## src/rtl/tt_host_pkg.sv

```systemverilog
// ---------------------------------------------------------------------------
// tt_host_pkg
// Shared types and default constants for the TinyTapeout-style host driver.
//   op_e    : command opcodes carried on the command stream
//   state_e : host driver FSM states
//   rsp_t   : one sampled response (project UIO view, UO view, contention flag)
// ---------------------------------------------------------------------------
package tt_host_pkg;

   localparam int DEF_RESET_CYCLES = 8;
   localparam int DEF_STEP_W       = 16;

   typedef enum logic [1:0] {
      OP_SET_UI  = 2'd0,
      OP_SET_UIO = 2'd1,
      OP_STEP    = 2'd2,
      OP_RESET   = 2'd3
   } op_e;

   typedef enum logic [2:0] {
      ST_AUTO_RST = 3'd0,
      ST_IDLE     = 3'd1,
      ST_RST_HOLD = 3'd2,
      ST_STEP_RUN = 3'd3,
      ST_RESP     = 3'd4
   } state_e;

   typedef struct packed {
      logic [7:0] uio;
      logic [7:0] uo;
      logic       conflict;
   } rsp_t;

endpackage

```

## src/rtl/tt_host_driver_if.sv

```systemverilog
// ---------------------------------------------------------------------------
// tt_host_driver_if
// Command / response streams between a controller and tt_host_driver.
//   cmd_valid/cmd_ready/cmd_op/cmd_data : command stream (controller -> driver)
//   rsp_valid/rsp_ready/rsp_data/rsp_conflict : response stream (driver -> controller)
// Modports: master = controller side, slave = driver side.
// ---------------------------------------------------------------------------
interface tt_host_driver_if
   import tt_host_pkg::*;
#(
   parameter int STEP_W = DEF_STEP_W
) ();

   logic              cmd_valid;
   logic              cmd_ready;
   op_e               cmd_op;
   logic [STEP_W-1:0] cmd_data;

   logic              rsp_valid;
   logic              rsp_ready;
   logic [15:0]       rsp_data;
   logic              rsp_conflict;

   modport master (
      output cmd_valid, cmd_op, cmd_data, rsp_ready,
      input  cmd_ready, rsp_valid, rsp_data, rsp_conflict
   );

   modport slave (
      input  cmd_valid, cmd_op, cmd_data, rsp_ready,
      output cmd_ready, rsp_valid, rsp_data, rsp_conflict
   );

endinterface

```

## src/rtl/tt_host_driver_uio_resolve.sv

```systemverilog
// ---------------------------------------------------------------------------
// tt_uio_resolve
// Per-bit resolution of the project's bidirectional UIO pins, combinational.
//   uio_oe_i   : project output enables (1 = project drives the bit)
//   uio_out_i  : project-driven values
//   uio_mask_i : host-drive mask
//   uio_val_i  : host-driven values
//   uio_in_o   : value seen on the project's UIO_IN
//   conflict_o : some bit is driven by both sides (the project wins)
// ---------------------------------------------------------------------------
module tt_uio_resolve (
   input  logic [7:0] uio_oe_i,
   input  logic [7:0] uio_out_i,
   input  logic [7:0] uio_mask_i,
   input  logic [7:0] uio_val_i,
   output logic [7:0] uio_in_o,
   output logic       conflict_o
);

   logic [7:0] clash;

   for (genvar gi = 0; gi < 8; gi++) begin : g_bit
      // Undriven bits read as 0 rather than floating.
      assign uio_in_o[gi] = uio_oe_i[gi] ? uio_out_i[gi] : (uio_mask_i[gi] & uio_val_i[gi]);
      assign clash[gi]    = uio_oe_i[gi] & uio_mask_i[gi];
   end

   assign conflict_o = |clash;

endmodule

```

## src/rtl/tt_host_driver.sv

```systemverilog
// ---------------------------------------------------------------------------
// tt_host_driver
// Fabric-side host for a TinyTapeout-style user project. Accepts one command
// at a time (SET_UI, SET_UIO, STEP, RESET), drives the project's inputs and
// clock enable, and returns a sample of the project's outputs for STEP/RESET.
// Ports:
//   clk, rst   : system clock, synchronous active-high reset
//   bus        : command/response streams (slave side)
//   tt_ui_in   : to project UI_IN          tt_uo_out  : from project UO_OUT
//   tt_uio_in  : to project UIO_IN         tt_uio_out : from project UIO_OUT
//   tt_uio_oe  : from project UIO_OE       tt_ena     : project enable
//   tt_rst_n   : project reset (low)       tt_clk_en  : one project edge per high cycle
//   busy       : FSM not idle
// ---------------------------------------------------------------------------
module tt_host_driver
   import tt_host_pkg::*;
#(
   parameter int RESET_CYCLES = DEF_RESET_CYCLES,
   parameter int STEP_W       = DEF_STEP_W
) (
   input  logic                   clk,
   input  logic                   rst,
   tt_host_driver_if.slave        bus,
   output logic [7:0]             tt_ui_in,
   input  logic [7:0]             tt_uo_out,
   output logic [7:0]             tt_uio_in,
   input  logic [7:0]             tt_uio_out,
   input  logic [7:0]             tt_uio_oe,
   output logic                   tt_ena,
   output logic                   tt_rst_n,
   output logic                   tt_clk_en,
   output logic                   busy
);

   localparam logic [STEP_W-1:0] RST_LEN = STEP_W'(RESET_CYCLES);

   state_e            state_q;
   logic [STEP_W-1:0] cnt_q;
   logic [7:0]        ui_q;
   logic [7:0]        uio_val_q;
   logic [7:0]        uio_mask_q;
   logic              conflict_q;
   logic              rsp_valid_q;
   rsp_t              rsp_q;
   logic              cmd_ready_q;
   logic              busy_q;
   logic              ena_q;
   logic              rst_n_q;
   logic              clk_en_q;

   logic [7:0]        uio_res;
   logic              conflict_now;
   logic              accept;
   logic              rsp_hs;
   logic [STEP_W-1:0] rst_len_d;
   rsp_t              sample_d;

   tt_uio_resolve u_resolve (
      .uio_oe_i   (tt_uio_oe),
      .uio_out_i  (tt_uio_out),
      .uio_mask_i (uio_mask_q),
      .uio_val_i  (uio_val_q),
      .uio_in_o   (uio_res),
      .conflict_o (conflict_now)
   );

   assign accept    = bus.cmd_valid && cmd_ready_q;
   assign rsp_hs    = rsp_valid_q && bus.rsp_ready;
   assign rst_len_d = (bus.cmd_data != '0) ? bus.cmd_data : RST_LEN;

   // Snapshot taken on the last cycle of a STEP/RESET; includes contention
   // first seen in that very cycle.
   always_comb begin
      sample_d          = '0;
      sample_d.uio      = uio_res;
      sample_d.uo       = tt_uo_out;
      sample_d.conflict = conflict_q | conflict_now;
   end

   always_ff @(posedge clk) begin
      if (rst) begin
         state_q     <= ST_AUTO_RST;
         cnt_q       <= RST_LEN;
         ui_q        <= '0;
         uio_val_q   <= '0;
         uio_mask_q  <= '0;
         conflict_q  <= 1'b0;
         rsp_valid_q <= 1'b0;
         rsp_q       <= '0;
         cmd_ready_q <= 1'b0;
         busy_q      <= 1'b0;
         ena_q       <= 1'b0;
         rst_n_q     <= 1'b0;
         clk_en_q    <= 1'b0;
      end else begin
         ena_q <= 1'b1;
         // Sticky contention; the response handshake starts a new window.
         conflict_q <= rsp_hs ? conflict_now : (conflict_q | conflict_now);

         case (state_q)
            ST_AUTO_RST, ST_RST_HOLD, ST_STEP_RUN: begin
               // cnt_q holds the number of clock-enable cycles still owed.
               if (cnt_q != '0) begin
                  clk_en_q <= 1'b1;
                  cnt_q    <= cnt_q - 1'b1;
                  busy_q   <= 1'b1;
               end else begin
                  clk_en_q <= 1'b0;
                  rst_n_q  <= 1'b1;
                  if (state_q == ST_AUTO_RST) begin
                     state_q     <= ST_IDLE;
                     cmd_ready_q <= 1'b1;
                     busy_q      <= 1'b0;
                  end else begin
                     state_q     <= ST_RESP;
                     rsp_valid_q <= 1'b1;
                     rsp_q       <= sample_d;
                     busy_q      <= 1'b1;
                  end
               end
            end

            ST_IDLE: begin
               busy_q <= 1'b0;
               if (accept) begin
                  case (bus.cmd_op)
                     OP_SET_UI: ui_q <= bus.cmd_data[7:0];
                     OP_SET_UIO: begin
                        uio_val_q  <= bus.cmd_data[7:0];
                        uio_mask_q <= bus.cmd_data[15:8];
                     end
                     OP_STEP: begin
                        cmd_ready_q <= 1'b0;
                        busy_q      <= 1'b1;
                        if (bus.cmd_data == '0) begin
                           state_q     <= ST_RESP;
                           rsp_valid_q <= 1'b1;
                           rsp_q       <= sample_d;
                        end else begin
                           // First enable cycle is issued here, so the run
                           // state only owes N-1 more.
                           state_q  <= ST_STEP_RUN;
                           clk_en_q <= 1'b1;
                           cnt_q    <= bus.cmd_data - 1'b1;
                        end
                     end
                     OP_RESET: begin
                        cmd_ready_q <= 1'b0;
                        busy_q      <= 1'b1;
                        state_q     <= ST_RST_HOLD;
                        rst_n_q     <= 1'b0;
                        clk_en_q    <= 1'b1;
                        cnt_q       <= rst_len_d - 1'b1;
                     end
                  endcase
               end
            end

            ST_RESP: begin
               busy_q <= 1'b1;
               if (bus.rsp_ready) begin
                  state_q     <= ST_IDLE;
                  rsp_valid_q <= 1'b0;
                  cmd_ready_q <= 1'b1;
                  busy_q      <= 1'b0;
               end
            end

            default: begin
               state_q <= ST_AUTO_RST;
               cnt_q   <= RST_LEN;
               rst_n_q <= 1'b0;
            end
         endcase
      end
   end

   assign bus.cmd_ready    = cmd_ready_q;
   assign bus.rsp_valid    = rsp_valid_q;
   assign bus.rsp_data     = {rsp_q.uio, rsp_q.uo};
   assign bus.rsp_conflict = rsp_q.conflict;

   assign tt_ui_in  = ui_q;
   assign tt_uio_in = uio_res;
   assign tt_ena    = ena_q;
   assign tt_rst_n  = rst_n_q;
   assign tt_clk_en = clk_en_q;
   assign busy      = busy_q;

endmodule

```

## src/flat_wrapper.sv

```systemverilog
// flat-port wrapper written by rule: the top's interface ports become plain ports
module tt_host_driver_flat import tt_host_pkg::*;
#(
   parameter int RESET_CYCLES = DEF_RESET_CYCLES,
   parameter int STEP_W       = DEF_STEP_W
)
  (clk, rst, tt_ui_in, tt_uo_out, tt_uio_in, tt_uio_out, tt_uio_oe, tt_ena, tt_rst_n, tt_clk_en, busy, bus_cmd_valid, bus_cmd_op, bus_cmd_data, bus_rsp_ready, bus_cmd_ready, bus_rsp_valid, bus_rsp_data, bus_rsp_conflict);
  tt_host_driver_if #(.STEP_W(STEP_W)) bus_i ();
  input  logic clk;
  input  logic rst;
  output logic [7:0] tt_ui_in;
  input  logic [7:0] tt_uo_out;
  output logic [7:0] tt_uio_in;
  input  logic [7:0] tt_uio_out;
  input  logic [7:0] tt_uio_oe;
  output logic tt_ena;
  output logic tt_rst_n;
  output logic tt_clk_en;
  output logic busy;
  input wire logic [$bits(bus_i.cmd_valid)-1:0] bus_cmd_valid;
  input wire logic [$bits(bus_i.cmd_op)-1:0] bus_cmd_op;
  input wire logic [$bits(bus_i.cmd_data)-1:0] bus_cmd_data;
  input wire logic [$bits(bus_i.rsp_ready)-1:0] bus_rsp_ready;
  output wire logic [$bits(bus_i.cmd_ready)-1:0] bus_cmd_ready;
  output wire logic [$bits(bus_i.rsp_valid)-1:0] bus_rsp_valid;
  output wire logic [$bits(bus_i.rsp_data)-1:0] bus_rsp_data;
  output wire logic [$bits(bus_i.rsp_conflict)-1:0] bus_rsp_conflict;
  assign bus_i.cmd_valid = bus_cmd_valid;
  assign bus_i.cmd_op = bus_cmd_op;
  assign bus_i.cmd_data = bus_cmd_data;
  assign bus_i.rsp_ready = bus_rsp_ready;
  assign bus_cmd_ready = bus_i.cmd_ready;
  assign bus_rsp_valid = bus_i.rsp_valid;
  assign bus_rsp_data = bus_i.rsp_data;
  assign bus_rsp_conflict = bus_i.rsp_conflict;
  tt_host_driver #(.RESET_CYCLES(RESET_CYCLES), .STEP_W(STEP_W)) u_core (.clk(clk), .rst(rst), .bus(bus_i), .tt_ui_in(tt_ui_in), .tt_uo_out(tt_uo_out), .tt_uio_in(tt_uio_in), .tt_uio_out(tt_uio_out), .tt_uio_oe(tt_uio_oe), .tt_ena(tt_ena), .tt_rst_n(tt_rst_n), .tt_clk_en(tt_clk_en), .busy(busy));
endmodule
```

## config.mk

```make
export PLATFORM = sky130hd
export DESIGN_NAME = tt_host_driver_flat
export DESIGN_NICKNAME = d
export VERILOG_FILES = /design/src/rtl/tt_host_pkg.sv /design/src/rtl/tt_host_driver_if.sv /design/src/rtl/tt_host_driver_uio_resolve.sv /design/src/rtl/tt_host_driver.sv /design/src/flat_wrapper.sv
export SDC_FILE = /design/constraint.sdc
export NUM_CORES = 1
export LEC_CHECK = 0
export CAP_MARGIN = 20
export CORE_MARGIN = 1.5
export CORE_UTILIZATION = 45
export DETAILED_ROUTE_END_ITERATION = 7
export GPL_TIMING_DRIVEN = 0
export PLACE_DENSITY = 0.73
export SYNTH_ARGS = -nofsm -noshare
export SYNTH_HDL_FRONTEND = slang
export SYNTH_SLANG_ARGS = --single-unit
```

## constraint.sdc

```tcl
create_clock -name clk -period 4.4 [get_ports clk]
set_clock_uncertainty 0.15 [all_clocks]
set_input_delay 0.88 -clock clk [delete_from_list [all_inputs] [get_ports clk]]
set_output_delay 0.88 -clock clk [all_outputs]
set_load 0.01 [all_outputs]
```

==> impl_metrics.tcl <==
set metrics [dict create \
    cts_root_buf "clkbuf_8" \
    regToRegEndpoint "u_core.cnt_q[14]$_SDFFE_PP0P_" \
    worst-setup-path-type "input port to register" \
    slew_violations 0 \
    n_antenna_cell 0 \
    holdPathStages 2 \
    syn_avg_cell_area_um2 8.21 \
    port_buffers 82 \
    hold_class "register to register" \
    num_io_pins 85 \
    synth.top_cell.area_share_pct 36.6 \
    drive_gt1_share_pct 9.72 \
    dp_slack_ns 0.435 \
    drt-initial-drc-count 263 \
    outcome "completed" \
    cts_resized 0 \
    num_rows 32 \
    die_w_um 93.3 \
    grt_max_degree 14 \
    mappedNetlistArea_um2 3670 \
    yosysUniqueCellTypes 53 \
    htreeDepth 3 \
    numCtsBuffers 9 \
    synth_flop_cell "dfxtp_1" \
    yosysWarnings 0 \
    peakVddDrop_mv 0.251 \
    ys_seq_area_share_pct 36.6 \
    timing.slew.headroom_pct 48.3 \
    synth_area_leaders "dfxtp_1, mux2i_1, nor2_1" \
    crit_arrival_ns 3.79 \
    cts_hold_buf 0 \
    grt_usage_pct 25.8 \
    cp-start-kind "input port" \
    vias 3722 \
    nNetsFinal 587 \
    grt_pass1_wl_um 17500 \
    synth_cells 447 \
    crit_fanout 10 \
    cts_buffer_depth 2 \
    synth_seq_cells 67 \
    hold_viol_final 0 \
    leakage_nw 1.86 \
    cp.required_ns 4.47 \
    synth_most_common_cell "nor2_1" \
    worst_pin_slew_ns 0.770 \
    power_density_nw_per_um2 501 \
    grt_pass1_vias 3492 \
    drtAntennaViolNets 0 \
    core_region_area_um2 7810 \
    area_delta_synth_final_pct 31.3 \
    cts_tree "yes" \
    nFillCells 742 \
    cap_violations 0 \
    drc 0 \
    min_period_over_period_pct 84.7 \
    setup_ws_ns 0.674 \
    synth_commonest_cells "nor2_1, dfxtp_1, mux2i_1" \
    dpl-instance-area_um2 4620 \
    ff2ff_path_depth 12 \
    initial_core_util_pct 47.0 \
    rsz0062_at_grt "false" \
    setup_viol 0 \
    overflow 0 \
    clk_latency_ns 0.37 \
    final_area_um2 4820 \
    hold_ws_ns 0.346 \
    die_h_um 93.3 \
    place_congestion 0.917 \
    layout_min_cycle_time_ns 3.73 \
    hp-start "u_core.bus.rsp_data[11]$_SDFFE_PP0P_" \
    r2r_setup_slack_ns 1.01 \
    end_kind "register" \
    clk_pin_slew_worst_paths_ns 0.07 \
    dpl.hpwl_um 7950 \
    synth_top_cell_by_area "dfxtp_1" \
    r2r_start "u_core.state_q[2]$_SDFFE_PP0P_" \
    antenna_found_initial 0 \
    clock_sinks 67 \
    synth_edf_count 0 \
    fmax_mhz 268 \
    vias_per_cell 5.75 \
    setup_tns_ns 0 \
    hold_end "u_core.bus.rsp_data[11]$_SDFFE_PP0P_" \
    cts_setup_buffers 0 \
    first_pass_iters 5 \
    async_flop_share_pct 0 \
    drt_wl_total_um 10900 \
    wl_per_cell_um 16.8 \
    dieArea_um2 8700 \
    synth_nets 494 \
]
==> registers in the layout (all words and copies together) (netlist names) <==
register                 count
u_core.state_q               3
u_core.tt_rst_n              1
u_core.busy                  1
u_core.cnt_q                16
u_core.bus.rsp_data         16
u_core.tt_ui_in              8
u_core.bus.cmd_ready         1
u_core.bus.rsp_valid         1
u_core.bus.rsp_conflict      1
u_core.uio_val_q             8
u_core.tt_ena                1
u_core.uio_mask_q            8
u_core.conflict_q            1
u_core.tt_clk_en             1
==> power by group <==
part           switching, mW  leakage [nW]  total [mW]  internal [mW]
combinational          0.642          1.22        1.11          0.469
sequential            0.0791         0.543       0.768          0.688
clock                  0.269        0.0962       0.534          0.265
==> cells by family after synthesis <==
family,share of synthesized area (%)
XOR/XNOR,3.10
flip-flops,36.6
AO/OA/AOI/OAI,15.4
multiplexers,11.2
adder cells (fa/ha/maj),0.341
buffers and inverters,5.49
AND/OR/NAND/NOR,27.9
==> metal layers <==
layer	share of wire, %	track usage [%]	wire, µm
met1	46	35.3	4980
met4	2.5	11.4	271
met2	46	40.2	4990
met3	5.7	3.74	619
met5	0	0	0
==> critical path, stage by stage <==
cell,delay [ns]
clkdlybuf4s50_1,0.52
nor4_2,0.56
nand4_2,0.39
o21ai_0,0.56
a211oi_1,0.29
nand2_1,0.41
o21ai_0,0.17
==> area by class of cell <==
cell class	instances	area [µm²]	share of cell area [%]
inverters	2	7.51	0.156
well taps	102	128	2.65
flip-flops and latches	67	1340	27.8
repair buffers	82	821	17.0
clock buffers	9	124	2.57
plain buffers	33	194	4.03
clock inverters	7	76.3	1.58
multi-input cells	345	2130	44.1
==> worst max-delay path by stage <==
stage / start / end / slack (ns)
6_report: bus_cmd_data[8] / u_core.cnt_q[7]$_SDFFE_PP0P_ / 0.67
5_1_grt: bus_cmd_data[8] / u_core.cnt_q[9]$_SDFFE_PP0P_ / 0.53
4_1_cts: bus_cmd_data[8] / u_core.cnt_q[5]$_SDFFE_PP0P_ / 0.76
3_5_place_dp: bus_cmd_data[8] / u_core.cnt_q[5]$_SDFFE_PP0P_ / 0.44
3_3_place_gp: bus_cmd_data[8] / u_core.cnt_q[5]$_SDFFE_PP0P_ / 0.41
2_1_floorplan: bus_cmd_data[4] / u_core.cnt_q[13]$_SDFFE_PP0P_ / 1.57
==> placed cells by master, fill, tap and decap left out, types with 2 or more instances in the layout <==
cell and count:
inv_1 2, clkbuf_8 9, clkbuf_1 12, dfxtp_1 67, nor2_1 72, clkinvlp_4 2, nand3_1 10, nor2_2 3
a21oi_1 21, nor2b_1 6, buf_2 5, inv_6 2, xor2_1 6, o21ai_0 30, nor4_1 9, buf_4 11
o22ai_1 2, a22oi_1 5, o221ai_1 3, nor3_1 35, buf_6 3, nand2b_1 6, o21ai_1 3, a32oi_1 2
a31oi_1 3, buf_1 2, nor3_2 3, mux2i_1 40, xnor2_1 7, or3_1 2, o41ai_1 2, a211oi_1 5
or4_1 7, clkdlybuf4s50_1 82, nand2_1 37, and3_1 3, o22a_1 3
==> per-stage QoR <==
step           instances  total power, mW  util, %
5_1_grt              647             2.57     61.7
3_5_place_dp         631             1.85     59.1
3_3_place_gp         631             1.84     59.1
4_1_cts              647             2.39     61.7
6_report             647             2.41     61.7
2_1_floorplan        447             1.56        -
Note: power is estimated with default switching activity, not from simulation.
